**src/rtl/ffctl_seq_if.sv**
```systemverilog
// ffctl_seq_if: command handshake and flop-bank control bundle for ffctl_seq.
// The master side issues commands and observes the strobes. The slave side
// (the sequencer) accepts commands and drives the strobes.
interface ffctl_seq_if #(
  parameter int WIDTH = 4
);
  logic             cmd_valid;
  logic             cmd_ready;
  logic [1:0]       cmd_op;
  logic [WIDTH-1:0] cmd_data;
  logic [WIDTH-1:0] ff_d;
  logic             ff_en;
  logic             ff_pre;
  logic             ff_clr;
  logic             done;
  logic [WIDTH-1:0] q_model;

  modport master (
    output cmd_valid, cmd_op, cmd_data,
    input  cmd_ready, ff_d, ff_en, ff_pre, ff_clr, done, q_model
  );

  modport slave (
    input  cmd_valid, cmd_op, cmd_data,
    output cmd_ready, ff_d, ff_en, ff_pre, ff_clr, done, q_model
  );
endinterface

```
**src/rtl/ffctl_seq.sv**
```systemverilog
// ffctl_seq: sequencer that turns LOAD/PRESET/CLEAR/NOP commands into
// one-cycle strobes for a downstream flop bank. After each strobe it waits
// SETTLE idle cycles and then pulses done. It also keeps a model of the
// bank contents.
// All outputs are registered. The output values are computed from the next
// state, so each output changes on the same edge as the state.
// Optional build macro FFCTL_CNT_EN adds an 8-bit cmd_count output. It
// counts done pulses and wraps from 255 to 0.
module ffctl_seq #(
  parameter int WIDTH  = 4,
  parameter int SETTLE = 2
) (
  input  logic       clk,
  input  logic       clr,
  ffctl_seq_if.slave bus
`ifdef FFCTL_CNT_EN
  ,
  output logic [7:0] cmd_count
`endif
);

  typedef enum logic [1:0] {
    ST_IDLE,
    ST_DRIVE,
    ST_SETTLE,
    ST_DONE
  } state_t;

  localparam logic [1:0] OP_LOAD   = 2'b00;
  localparam logic [1:0] OP_PRESET = 2'b01;
  localparam logic [1:0] OP_CLEAR  = 2'b10;
  localparam logic [1:0] OP_NOP    = 2'b11;

  // Counter start value. With SETTLE=0 the counter is never used.
  localparam logic [3:0] SETTLE_M1 = (SETTLE == 0) ? 4'd0 : 4'(SETTLE - 1);

  state_t           r_state;
  logic [1:0]       r_op;
  logic [WIDTH-1:0] r_data;
  logic [3:0]       r_cnt;
  logic             r_cmd_ready;
  logic [WIDTH-1:0] r_ff_d;
  logic             r_ff_en;
  logic             r_ff_pre;
  logic             r_ff_clr;
  logic             r_done;
  logic [WIDTH-1:0] r_q_model;

  state_t           w_state_nxt;
  logic [1:0]       w_op_nxt;
  logic [WIDTH-1:0] w_data_nxt;
  logic [3:0]       w_cnt_nxt;
  logic             w_accept;
  logic             w_drive_nxt;

  // r_cmd_ready is high only while the state is IDLE. It stays low on the
  // first cycle after reset, so a command cannot be accepted then.
  assign w_accept    = r_cmd_ready & bus.cmd_valid;
  assign w_drive_nxt = (w_state_nxt == ST_DRIVE);

  // Next-state logic: capture the command, then step DRIVE -> SETTLE -> DONE.
  always_comb begin
    // NOTE: every variable gets a default before the case so no path leaves it unassigned (no latch).
    w_state_nxt = r_state;
    w_op_nxt    = r_op;
    w_data_nxt  = r_data;
    w_cnt_nxt   = r_cnt;
    case (r_state)
      ST_IDLE: begin
        if (w_accept) begin
          w_op_nxt    = bus.cmd_op;
          w_data_nxt  = bus.cmd_data;
          w_state_nxt = (bus.cmd_op == OP_NOP) ? ST_DONE : ST_DRIVE;
        end
      end
      ST_DRIVE: begin
        if (SETTLE == 0) begin
          w_state_nxt = ST_DONE;
        end else begin
          w_state_nxt = ST_SETTLE;
          w_cnt_nxt   = SETTLE_M1;
        end
      end
      ST_SETTLE: begin
        if (r_cnt == 4'd0) begin
          w_state_nxt = ST_DONE;
        end else begin
          w_cnt_nxt = r_cnt - 4'd1;
        end
      end
      ST_DONE: begin
        w_state_nxt = ST_IDLE;
      end
      default: begin
        w_state_nxt = ST_IDLE;
      end
    endcase
  end

  // State register and the captured command context.
  always_ff @(posedge clk) begin
    // NOTE: sequential state uses non-blocking assignments so every register samples pre-edge values.
    if (!clr) begin
      r_state <= ST_IDLE;
      r_op    <= OP_NOP;
      r_data  <= '0;
      r_cnt   <= 4'd0;
    end else begin
      r_state <= w_state_nxt;
      r_op    <= w_op_nxt;
      r_data  <= w_data_nxt;
      r_cnt   <= w_cnt_nxt;
    end
  end

  // Registered outputs: strobes, handshake ready, done, and the bank model.
  always_ff @(posedge clk) begin
    if (!clr) begin
      r_cmd_ready <= 1'b0;
      r_ff_d      <= '0;
      r_ff_en     <= 1'b0;
      r_ff_pre    <= 1'b0;
      r_ff_clr    <= 1'b0;
      r_done      <= 1'b0;
      r_q_model   <= '0;
    end else begin
      r_cmd_ready <= (w_state_nxt == ST_IDLE);
      r_ff_en     <= w_drive_nxt && (w_op_nxt == OP_LOAD);
      r_ff_pre    <= w_drive_nxt && (w_op_nxt == OP_PRESET);
      r_ff_clr    <= w_drive_nxt && (w_op_nxt == OP_CLEAR);
      r_ff_d      <= (w_drive_nxt && (w_op_nxt == OP_LOAD)) ? w_data_nxt : '0;
      r_done      <= (w_state_nxt == ST_DONE);
      // The bank captures the strobe at the end of the DRIVE cycle.
      if (r_state == ST_DRIVE) begin
        case (r_op)
          OP_LOAD:   r_q_model <= r_data;
          OP_PRESET: r_q_model <= '1;
          OP_CLEAR:  r_q_model <= '0;
          default:   r_q_model <= r_q_model;
        endcase
      end
    end
  end

  assign bus.cmd_ready = r_cmd_ready;
  assign bus.ff_d      = r_ff_d;
  assign bus.ff_en     = r_ff_en;
  assign bus.ff_pre    = r_ff_pre;
  assign bus.ff_clr    = r_ff_clr;
  assign bus.done      = r_done;
  assign bus.q_model   = r_q_model;

`ifdef FFCTL_CNT_EN
  logic [7:0] r_cmd_count;

  // Count done pulses. The count updates on the same edge that raises done.
  always_ff @(posedge clk) begin
    if (!clr) begin
      r_cmd_count <= 8'd0;
    end else if (w_state_nxt == ST_DONE) begin
      r_cmd_count <= r_cmd_count + 8'd1;
    end
  end

  assign cmd_count = r_cmd_count;
`endif

endmodule

```
**src/flat_wrapper.sv**
```systemverilog
// flat-port wrapper written by rule: the top's interface ports become plain ports
module ffctl_seq_flat 
#(
  parameter int WIDTH  = 4,
  parameter int SETTLE = 2
)
  (clk, clr, bus_cmd_valid, bus_cmd_op, bus_cmd_data, bus_cmd_ready, bus_ff_d, bus_ff_en, bus_ff_pre, bus_ff_clr, bus_done, bus_q_model);
  ffctl_seq_if #(.WIDTH(WIDTH)) bus_i ();
  input  logic clk;
  input  logic clr;
  input wire logic [$bits(bus_i.cmd_valid)-1:0] bus_cmd_valid;
  input wire logic [$bits(bus_i.cmd_op)-1:0] bus_cmd_op;
  input wire logic [$bits(bus_i.cmd_data)-1:0] bus_cmd_data;
  output wire logic [$bits(bus_i.cmd_ready)-1:0] bus_cmd_ready;
  output wire logic [$bits(bus_i.ff_d)-1:0] bus_ff_d;
  output wire logic [$bits(bus_i.ff_en)-1:0] bus_ff_en;
  output wire logic [$bits(bus_i.ff_pre)-1:0] bus_ff_pre;
  output wire logic [$bits(bus_i.ff_clr)-1:0] bus_ff_clr;
  output wire logic [$bits(bus_i.done)-1:0] bus_done;
  output wire logic [$bits(bus_i.q_model)-1:0] bus_q_model;
  assign bus_i.cmd_valid = bus_cmd_valid;
  assign bus_i.cmd_op = bus_cmd_op;
  assign bus_i.cmd_data = bus_cmd_data;
  assign bus_cmd_ready = bus_i.cmd_ready;
  assign bus_ff_d = bus_i.ff_d;
  assign bus_ff_en = bus_i.ff_en;
  assign bus_ff_pre = bus_i.ff_pre;
  assign bus_ff_clr = bus_i.ff_clr;
  assign bus_done = bus_i.done;
  assign bus_q_model = bus_i.q_model;
  ffctl_seq #(.WIDTH(WIDTH), .SETTLE(SETTLE)) u_core (.clk(clk), .clr(clr), .bus(bus_i));
endmodule
```
**config.mk**
```make
export PLATFORM = sky130hd
export DESIGN_NAME = ffctl_seq_flat
export DESIGN_NICKNAME = d
export VERILOG_FILES = /design/src/rtl/ffctl_seq_if.sv /design/src/rtl/ffctl_seq.sv /design/src/flat_wrapper.sv
export SDC_FILE = /design/constraint.sdc
export NUM_CORES = 1
export LEC_CHECK = 0
export BUFFER_PORTS_ARGS = -buffer_cell sky130_fd_sc_hd__buf_4
export CAP_MARGIN = 20
export CORE_ASPECT_RATIO = 0.75
export CORE_MARGIN = 10
export CORE_UTILIZATION = 47
export DETAILED_ROUTE_END_ITERATION = 8
export PLACE_DENSITY = 0.73
export SLEW_MARGIN = 20
export SYNTH_ARGS = -nofsm -noshare
export SYNTH_HDL_FRONTEND = slang
export SYNTH_SLANG_ARGS = --single-unit
export TNS_END_PERCENT = 100
```
**constraint.sdc**
```tcl
create_clock -name clk -period 1.7 [get_ports clk]
set_input_delay 0.425 -clock clk [delete_from_list [all_inputs] [get_ports clk]]
set_output_delay 0.425 -clock clk [all_outputs]
set_load 0.02 [all_outputs]
```
Word level (Yosys, flattened, before mapping)
Index checks and enable logic that the tools add are counted.

Mux-type cells: 11. Reductions and logical operators: 13. $add $sub $neg: 1. Bitwise gates (word level): 1. Eq/ne operators: 11.

Operators with widths (count): 2-bit == test, second input constant (6); 4-bit two-way mux (3); 4-bit one-hot mux with 3 select lines (1); 2-bit two-way mux (5); 2-bit by 1-bit == test with 1-bit output, second input constant (4); 2-bit logical NOT (4); 2-bit one-hot mux with 4 select lines (1); 4-bit one-hot mux with 2 select lines (1); 2-bit AND reduction (3); 4-bit logical NOT (1); 4-bit by 1-bit subtractor with 4-bit output, second input constant (1); 1-bit logical AND (3); 3-bit nonzero test (1); 2-bit inequality test, second input constant (1); 2-bit nonzero test (1); 1-bit bitwise AND (1).

Bits in registers: 25. Output and inout bits: 13. Word-level logic and storage cells: 48.

Longest topological paths before layout
Gate-level depths: netlist of run 1.

Word-level depth: 7. Depth in mapped cells: 6. Mapped depth without buffers: 6.

Worst setup path before layout of run 1
Ideal clock, no wire load.

Path type: register to register. From: register u_core.r_cnt[0]. To: register u_core.r_ff_d[2] (netlist: u_core.bus.ff_d[2]). Clock period less this slack: 1.630 ns. Setup time: 0.077 ns. Setup slack: 0.070 ns. Cell stages (with the launch flop): 7. Data arrival time: 1.553 ns. Cell sequence: dfxtp_1 inv_1 ha_1 or3b_4 a221oi_4 nand3_4 nor3_2.

Cells in the longest elaborated chain, start to end: 6.

RTL lines: start: declaration (line ffctl_seq.sv:40) `logic [3:0] r_cnt;`; start signal: assignment (line ffctl_seq.sv:112) `r_cnt <= w_cnt_nxt;`; 4-bit logical NOT (line ffctl_seq.sv:85) `if (r_cnt == 4'd0) begin`; 2-bit two-way mux (line ffctl_seq.sv:85); 2-bit one-hot mux with 4 select lines (line ffctl_seq.sv:68) `case (r_state)`; 2-bit by 1-bit == test with 1-bit output (line ffctl_seq.sv:59) `assign w_drive_nxt = (w_state_nxt == ST_DRIVE);`; 1-bit logical AND (line ffctl_seq.sv:131) `r_ff_d <= (w_drive_nxt && (w_op_nxt == OP_LOAD)) ? w_data_nxt : '0;`; 2-bit AND reduction (no source line); end signal: assignment (line ffctl_seq.sv:131); end: declaration (line ffctl_seq.sv:42) `logic [WIDTH-1:0] r_ff_d;`.

Every way passes these cells. A chain may end at the register's enable or synchronous reset.

Final worst setup path of run 1
From: register u_core.r_cnt[0]. To: register u_core.r_ff_pre (netlist: u_core.bus.ff_pre).

Cells in the longest elaborated chain, start to end: 5.

RTL lines: 4-bit logical NOT (line ffctl_seq.sv:85); 2-bit two-way mux (line ffctl_seq.sv:85); 2-bit one-hot mux with 4 select lines (line ffctl_seq.sv:68); 2-bit by 1-bit == test with 1-bit output (line ffctl_seq.sv:59); 1-bit logical AND (line ffctl_seq.sv:129) `r_ff_pre <= w_drive_nxt && (w_op_nxt == OP_PRESET);`; end signal: assignment (line ffctl_seq.sv:129); end: declaration (line ffctl_seq.sv:44) `logic r_ff_pre;`.

Every way passes these cells.

==> results of run 1 <==
worst max-delay path, stage by stage, from the launching register on:
cell and delay (ns):
dfxtp_2 0.35, inv_2 0.08, ha_4 0.13, or3b_4 0.39, a221oi_4 0.37, nand2_2 0.13, nor3_2 0.20
registers in the layout, indices dropped and copies added (netlist names), 2 cells and up:
register / cells
u_core.bus.ff_d: 4
u_core.bus.q_model: 4
u_core.r_cnt: 4
u_core.r_data: 4
u_core.r_op: 2
u_core.r_state: 2
per-layer routing:
layer  part of all wire (%)  vias up  track usage [%]  wire length, µm
li1                       -      449                -                -
met4                    1.2        0            3.166               29
met5                      0        -                0                0
met2                     41       27            17.27             1030
met1                     50      400            15.18             1255
met3                    7.4        6            4.444              184
cell usage in the layout (no fill, tap or decap):
cell / count
ha_4: 1
buf_4: 31
dfxtp_2: 2
nor2_1: 7
inv_1: 5
a21boi_1: 1
nor3_1: 1
o211a_1: 1
o21ai_0: 4
clkinv_2: 1
nand3_1: 1
nand4_1: 2
nand3b_1: 2
nand2b_1: 2
o21ai_1: 2
or4b_1: 1
dfxtp_1: 23
nand2_1: 4
nand3_4: 1
nor3_2: 6
ha_2: 1
o22ai_1: 1
clkbuf_4: 3
mux2i_1: 7
ha_1: 6
a31oi_1: 1
nor2b_1: 8
and2_1: 4
a221oi_4: 1
nand2_2: 1
nor3b_1: 2
or3b_4: 1
inv_2: 2
a21oi_1: 6
nand3_2: 1
cell families after synthesis:
group,Yosys count
buffers and inverters,8
adders and majority gates,8
AOI/OAI and AO/OA,17
muxes,7
and+or+nand+nor,44
DFF,25
timing repair:
action                                  in CTS  in global routing
resized for setup                            9                  1
pin swaps                                    6                  3
setup buffers                                2                  1
endpoints found under the setup margin       8                  9
through the flow:
| stage | instances | utilization (%) | hold WS (ns) | cell area (µm²) |
|---|---|---|---|---|
| 6_report | 177 | 62.98 | 0.3737 | 1430 |
| 3_5_place_dp | 170 | 59.45 | 0.4959 | 1350 |
| 2_1_floorplan | 109 | - | 0.4758 | 1101 |
| 4_1_cts | 176 | 62.53 | 0.3716 | 1420 |
| 3_3_place_gp | 170 | 59.45 | 0.4947 | 1350 |
| 5_1_grt | 177 | 62.98 | 0.3823 | 1430 |
power breakdown:
group	leakage, nW	switching, mW	internal (mW)	total [mW]
clock	0.0177	0.180	0.0882	0.268
sequential	0.204	0.0531	0.664	0.718
combinational	0.419	0.432	0.368	0.801
total	0.640	0.665	1.12	1.79
worst max-delay path by stage:
stage,start,end,cells after the start
2_1_floorplan,u_core.r_cnt[0],u_core.bus.ff_d[2],6
3_3_place_gp,u_core.r_cnt[1],u_core.bus.ff_d[2],6
3_5_place_dp,u_core.r_cnt[1],u_core.bus.ff_pre,6
4_1_cts,u_core.r_cnt[0],u_core.bus.ff_d[2],6
5_1_grt,u_core.r_cnt[0],u_core.bus.ff_pre,6
6_report,u_core.r_cnt[0],u_core.bus.ff_pre,6
layout make-up:
type	count	area, µm²
fill	192	840.8
multi-input combinational	76	598.1
sequential	25	503.0
timing repair buffer	31	232.7
tap	34	42.54
inverter	7	26.28
clock buffer	3	22.52
clock inverter	1	5.005
==> flow_summary.toml, run 1 <==
[global_routing]
grt_remaining_overflow = 0
antenna_found_initial = 0
grt_max_degree = 19
grt_first_pass_wirelength_um = 4174
grt.total_usage_pct = 11.58
first_global_vias = 897

[setup_path]
crit_path_start_kind = "flip-flop"
arrival_ns = 1.97
critPathKind = "reg2reg"
worst_r2r_endpoint = "u_core.bus.ff_pre"
cp-end-kind = "flip-flop"
ff2ff_setup_slack_ns = -0.02
cp.required_ns = 1.95
worst_r2r_path_depth = 6
reg2reg_from = "u_core.r_cnt[0]"
cp_max_fo = 3

[synth]
syn_avg_cell_area_um2 = 10.10
yosysMostFrequentCell = "dfxtp_1"
syn-num-nets = 126
synthAdderAreaFrac_pct = 9.091
synth_mux_area_share_pct = 6.364
yosys.area_share.simple_pct = 25.80
synth_top_area_share_pct = 45.45
synth_area_leaders = "dfxtp_1 (45%), ha_1 (9.1%), mux2i_1 (6.4%)"
synth_xor_area_share_pct = 0
netlist_area_um2 = 1101
synthFlopType = "dfxtp_1"
synth-compound-area-share_pct = 10.57
yosysWarnings = 0
yosys-top-cells-count = "dfxtp_1 (25), ha_1 (8), nor2b_1 (8)"
ys_seq_area_share_pct = 45.45
ys_ff_latch = 25
synthArstFlopShare_pct = 0
synth_top_family_by_area = "simple AND/OR/NAND/NOR gates"
synth_enable_flop_cells = 0
yosysUniqueCellTypes = 28
synth_top_cell_by_area = "dfxtp_1"
synth_cells = 109

[routing]
wire_per_inst_um = 14.12
ant_nets = 0
route.detailed.drc = 0
vias = 882
via_per_inst = 4.983
first_pass_iters = 4
drt_wl_total_um = 2500
drtIter0Drc = 40

[cts]
hold_buffers = 0
cts_tree = "yes"
cts_sinks = 25
root_buffer = "clkbuf_4"
clkTransAtPathRegs_ns = 0.13
h-tree-depth = 1
cts_buffer_depth = 2
cts_buffers = 3
clock_latency_ns = 0.32

[run_status]
violations = "setup timing"
status = "complete, but fails checks"

[floorplanning]
dieWidth_um = 75.89
design.die.area_um2 = 4699
pin_count = 22
rows = 15
coreArea_um2 = 2271
dieHeight_um = 61.92
initial_core_util_pct = 48.48

[timing]
finClkSkew_ns = 0.002731
fmax_ghz = 0.5810
tightestPinTransition_ns = 0.3330
post-route-period-util_pct = 101.2
setup_ws_ns = -0.02121
slew_violations = 0
rsz0062_at_grt = "yes"
max_slew_margin_pct = 77.16
hold_viol = 0
period_needed_ns = 1.721
setup_tns_ns = -0.02121
finalSetupViolCount = 1

[place]
dpl.hpwl_um = 1908
place_ws_ns = -0.05445
gp_congestion = 0.8370
io_buffers = 21

[power_and_ir_drop]
ir_drop_uv = 701.4
power_density_nw_per_um2 = 1249
leakagePower_nw = 0.6404
total_power_mw = 1.786

[min_path]
worstHoldEndpoint = "u_core.r_op[1]"
min_from = "clr"
holdPathStages = 2
min_path_type = "in2reg"

[cells_and_area]
insertedDiodeCount = 0
nNetsFinal = 161
drive_gt1_share_pct = 36.36
area_growth_pct = 29.89

[run]
cap_violations = 0
Note: power is estimated with default switching activity, not from simulation.
==> run 2, diff against run 1 <==
CORE_UTILIZATION = 45   (was 47)
PLACE_DENSITY = 0.7   (was 0.73)
SKIP_LAST_GASP = 1   (was default)
==> run 2 against run 1 <==
Against the previous run: the flow still finishes with violations (setup timing); core utilization rose by 0.33 points; clock power up 3%; clock skew rose by 0.0038 ns; sequential cell count unchanged; critical path type unchanged; critical endpoint is now u_core.bus.ff_d[3].
==> flow_summary.toml, run 2 (same netlist as run 1, synthesis figures left out) <==
[global_routing]
first_global_vias = 843
grt_first_pass_wirelength_um = 4022
antenna_found_initial = 0
grt_remaining_overflow = 0
grt.total_usage_pct = 9.906
grt_max_degree = 19

[place]
place_ws_ns = -0.03755
dpl.hpwl_um = 1855
io_buffers = 21
gp_congestion = 0.8218

[setup_path]
critPathSlowestCell = "or3b_4"
worst_r2r_path_depth = 6
worst_r2r_endpoint = "u_core.bus.ff_d[3]"
critPathMaxStageDelay_ns = 0.39
reg2reg_from = "u_core.r_cnt[0]"
cp.required_ns = 1.97
crit_path_start_kind = "flip-flop"
arrival_ns = 1.98
crit_start = "u_core.r_cnt[0]"
ff2ff_setup_slack_ns = -0.009
critPathKind = "reg2reg"
path_cells = "inv_2 > ha_4 > or3b_4 > a221oi_4 > nand3_4 > nor3_2"
cp_max_fo = 6
cp-end-kind = "flip-flop"

[timing]
finClkSkew_ns = 0.006489
rsz0062_at_grt = "yes"
setup_ws_ns = -0.008501
post-route-period-util_pct = 100.5
hold_viol = 0
hold_slack_ns = 0.3705
max_slew_margin_pct = 76.06
fmax_ghz = 0.5853
slew_violations = 0
tightestPinTransition_ns = 0.3491
period_needed_ns = 1.709
finalSetupViolCount = 1

[cts]
cts_tree = "yes"
cts_buffers = 3
root_buffer = "clkbuf_4"
cts_buffer_depth = 2
clkTransAtPathRegs_ns = 0.14
cts_sinks = 25
clock_latency_ns = 0.33
hold_buffers = 0
h-tree-depth = 1

[power_and_ir_drop]
p_sw_mw = 0.6755
seqPwrFrac_pct = 39.9
p_comb_share_pct = 44.9
power_density_nw_per_um2 = 1238
switching_share_pct = 37.34
ir_drop_uv = 759.4
internal_power_mw = 1.134
clkPwrFrac_pct = 15.2
leakagePower_nw = 0.6639

[min_path]
min_from = "clr"
worstHoldEndpoint = "u_core.r_op[0]"
holdPathStages = 2
min_path_type = "in2reg"

[cells_and_area]
final_cell_mix = "buf_4 (34), dfxtp_1 (23), nor2b_1 (8), mux2i_1 (7), nor2_1 (7)"
area_growth_pct = 32.73
drive_gt1_share_pct = 37.67
layout_commonest_cell = "buf_4"
insertedDiodeCount = 0
fill_cells = 204
nNetsFinal = 164
final_core_util_pct = 63.31

[run]
cap_violations = 0

[routing]
via_per_inst = 4.889
vias = 880
drt_wl_total_um = 2512
ant_nets = 0
first_pass_iters = 4
drtIter0Drc = 65
route.detailed.drc = 0
wire_per_inst_um = 13.96

[floorplanning]
pin_count = 22
coreArea_um2 = 2308
initial_core_util_pct = 47.70
design.die.area_um2 = 4846
dieWidth_um = 77.12
dieHeight_um = 62.84
rows = 15

[run_status]
violations = "setup timing"
status = "complete, but fails checks"
-- run 2: changes by cell type in the layout (fill, tap and decap cells not counted) --
cell,previous run,this run
clkinvlp_4,0,1
clkinv_2,1,0
nor3_2,6,5
buf_4,31,34
nor3_4,0,1
-- run 2: worst max-delay path: cells and delay by family (launching register included) --
kind                     cells  cell delay (ns)
AO/OA/AOI/OAI                1             0.37
adder cells (fa/ha/maj)      1             0.13
buffers and inverters        1             0.07
flip-flops                   1             0.35
AND/OR/NAND/NOR              3             0.73
-- run 2: metrics by stage --
step	cell area [µm²]	setup TNS, ns	power, mW	instances
after floorplan	1101	0	1.209	109
after global placement	1350	0	1.428	170
after detailed placement	1350	-0.05374	1.446	170
after CTS	1400	-0.02500	1.738	175
after global routing	1461	-0.3077	1.934	180
final	1461	-0.008501	1.809	180
-- run 2: how the worst max path moves through the flow --
stage / to / slack (ns)
final: u_core.bus.ff_d[3] / -0.009
after global routing: u_core.bus.ff_d[3] / -0.09
after CTS: u_core.bus.ff_clr / -0.01
after floorplan: u_core.bus.ff_d[2] / 0.07
after global placement: u_core.bus.ff_d[2] / 0.04
after detailed placement: u_core.bus.ff_d[2] / -0.04
-- run 2: metal layers --
layer | vias up | track usage, % | part of all wire (%)
li1 | 447 | - | -
met1 | 403 | 13.13 | 49
met2 | 24 | 13.87 | 43
met3 | 6 | 4.741 | 6.4
met4 | 0 | 2.500 | 1.5
met5 | - | 0 | 0
-- run 2: power groups by stage --
stage | combinational [mW] | clock [mW] | sequential [mW]
final | 0.812 | 0.276 | 0.721
after global placement | 0.707 | 0 | 0.721
after CTS | 0.739 | 0.280 | 0.719
after global routing | 0.890 | 0.313 | 0.732
after floorplan | 0.457 | 0 | 0.752
after detailed placement | 0.721 | 0 | 0.725
-- run 2: area by class of cell --
cell class,count,area (µm²),area share (%)
Inverter,7,26.28,1.798
Multi-Input combinational cell,76,604.3,41.35
Timing Repair Buffer,34,255.2,17.47
Sequential cell,25,503.0,34.42
Tap cell,34,42.54,2.911
Clock inverter,1,7.507,0.5137
Clock buffer,3,22.52,1.541
-- run 2: what timing repair did --
item                       CTS  global route
setup buffers                1             5
pin swaps                    7             4
cloned                       0             0
resized for setup            7             4
setup endpoints to repair    6             9
==> run 3, diff against run 2 <==
ABC_AREA = 1   (was default)
TNS_END_PERCENT = default   (was 100)
==> run 3 against run 2 <==
Against the previous run: the run now ends clean; highest routed layer unchanged; power is 3.3% higher; clock-buffer cell count stayed put; synthesized cell count is 21% higher; critical path type unchanged; critical endpoint is now u_core.bus.ff_d[0].
==> flow_summary.toml, run 3 <==
[timing]
period_needed_ns = 1.391
rsz0062_at_grt = "no"
finalSetupViolCount = 0
finClkSkew_ns = 0.008551
slew_violations = 0
post-route-period-util_pct = 81.85
fmax_ghz = 0.7187
setup_tns_ns = 0
hold_viol = 0
tightestPinTransition_ns = 0.2742
max_slew_margin_pct = 81.65
hold_slack_ns = 0.4045
setup_ws_ns = 0.3085

[cts]
clock_latency_ns = 0.31
cts_buffers = 3
cts_resized = 0
cts_tree = "yes"
clkTransAtPathRegs_ns = 0.13
hold_buffers = 0
root_buffer = "clkbuf_4"
h-tree-depth = 1
postCtsSetupBuffers = 0
cts_sinks = 25
cts_buffer_depth = 2

[power_and_ir_drop]
power_density_nw_per_um2 = 1393
total_power_mw = 1.869
leakagePower_nw = 0.6145
ir_drop_uv = 700.2

[setup_path]
cp_max_fo = 7
cp-end-kind = "flip-flop"
cp.required_ns = 1.95
arrival_ns = 1.64
crit_path_start_kind = "flip-flop"
critPathKind = "reg2reg"

[synth]
syn_avg_cell_area_um2 = 8.474
synth_enable_flop_cells = 0
ys_ff_latch = 25
synth_area_leaders = "dfxtp_1 (45%), ha_1 (8.9%), nand2_1 (6.0%)"
yosysUniqueCellTypes = 21
synthFlopType = "dfxtp_1"
syn-num-nets = 149
netlist_area_um2 = 1119
synth_top_cell_by_area = "dfxtp_1"
ys_seq_area_share_pct = 44.74
yosys-top-cells-count = "dfxtp_1 (25), nand2_1 (18), inv_1 (17)"
synthArstFlopShare_pct = 0
synth_cells = 132
synth_top_area_share_pct = 44.74
yosysWarnings = 0
yosysMostFrequentCell = "dfxtp_1"

[global_routing]
first_global_vias = 837
grt_first_pass_wirelength_um = 3698
grt_max_degree = 15
grt.total_usage_pct = 9.123
grt_remaining_overflow = 0
antenna_found_initial = 0

[min_path]
min_path_type = "in2reg"

[floorplanning]
coreArea_um2 = 2327
dieWidth_um = 77.57
rows = 15
design.die.area_um2 = 4900
pin_count = 22
initial_core_util_pct = 48.06
dieHeight_um = 63.18

[cells_and_area]
fill_cells = 230
multi_input_area_um2 = 549.3
final_cell_mix = "dfxtp_1 (25), buf_4 (21), nand2_1 (18), inv_1 (17), nor2_1 (14)"
finalInstanceArea_um2 = 1341
final_core_util_pct = 57.63
finalNonFillerCells = 190
area_growth_pct = 19.91
insertedDiodeCount = 0
seq_area_um2 = 500.5
layout_commonest_cell = "dfxtp_1"
drive_gt1_share_pct = 27.56
nNetsFinal = 174

[place]
postPlaceCellArea_um2 = 1314
gp_congestion = 0.7991
place_ws_ns = 0.3246
io_buffers = 21
dp.cells = 186
dpl.hpwl_um = 1767

[run]
cap_violations = 0

[run_status]
status = "completed"

[routing]
highest_layer = "met4"
ant_nets = 0
wire_per_inst_um = 11.36
routed-wl-met3_um = 182
wl_met2_um = 968
drt_wl_total_um = 2159
route.detailed.drc = 0
drtIter0Drc = 20
wl_met1_um = 993
vias = 895
via_per_inst = 4.711
first_pass_iters = 4
==> run 3: path summary, 6_finish.rpt <==
kind | from | to | slack (ns) | depth (start not counted)
worst max-delay path | u_core.r_state[0] | u_core.bus.ff_d[0] | 0.31 | 7
worst min-delay path | clr | u_core.r_op[0] | 0.40 | 2
worst max register to register | u_core.r_state[0] | u_core.bus.ff_d[0] | 0.31 | 7
worst min register to register | u_core.r_data[2] | u_core.bus.q_model[2] | 0.48 | 2
==> run 3: kinds of logic after synthesis <==
logic type	count (synthesis)	share of synthesized area (%)
AND/OR/NAND/NOR	60	29.86
adder cells (fa/ha/maj)	8	8.949
flip-flops	25	44.74
XOR/XNOR	1	0.7831
buffers and inverters	18	6.152
AO/OA/AOI/OAI	20	9.507
==> run 3: layer usage <==
metal / global-route usage [%] / vias to the layer above
met2: 14.48 / 18
li1: - / 475
met1: 10.43 / 400
met3: 5.099 / 2
met4: 2.045 / 0
met5: 0 / -
==> run 3: power breakdown <==
group	internal, mW	switching (mW)	total, mW
Clock	0.0879	0.162	0.250
Sequential	0.691	0.0796	0.770
Combinational	0.302	0.546	0.848
==> run 3: area by class of cell <==
class | instances | area share [%]
timing repair buffer | 21 | 11.75
multi-input combinational | 89 | 40.95
inverter | 17 | 4.757
clock inverter | 1 | 0.3731
clock buffer | 3 | 1.679
sequential | 25 | 37.31
tap | 34 | 3.172
==> run 3: worst max-delay path, stage by stage, from the launching register on <==
cell and delay [ns]:
dfxtp_1 0.37, inv_1 0.09, ha_1 0.24, nand3_2 0.12, nand2_1 0.08, nand2_2 0.10, nand3_2 0.15, nor3_2 0.18
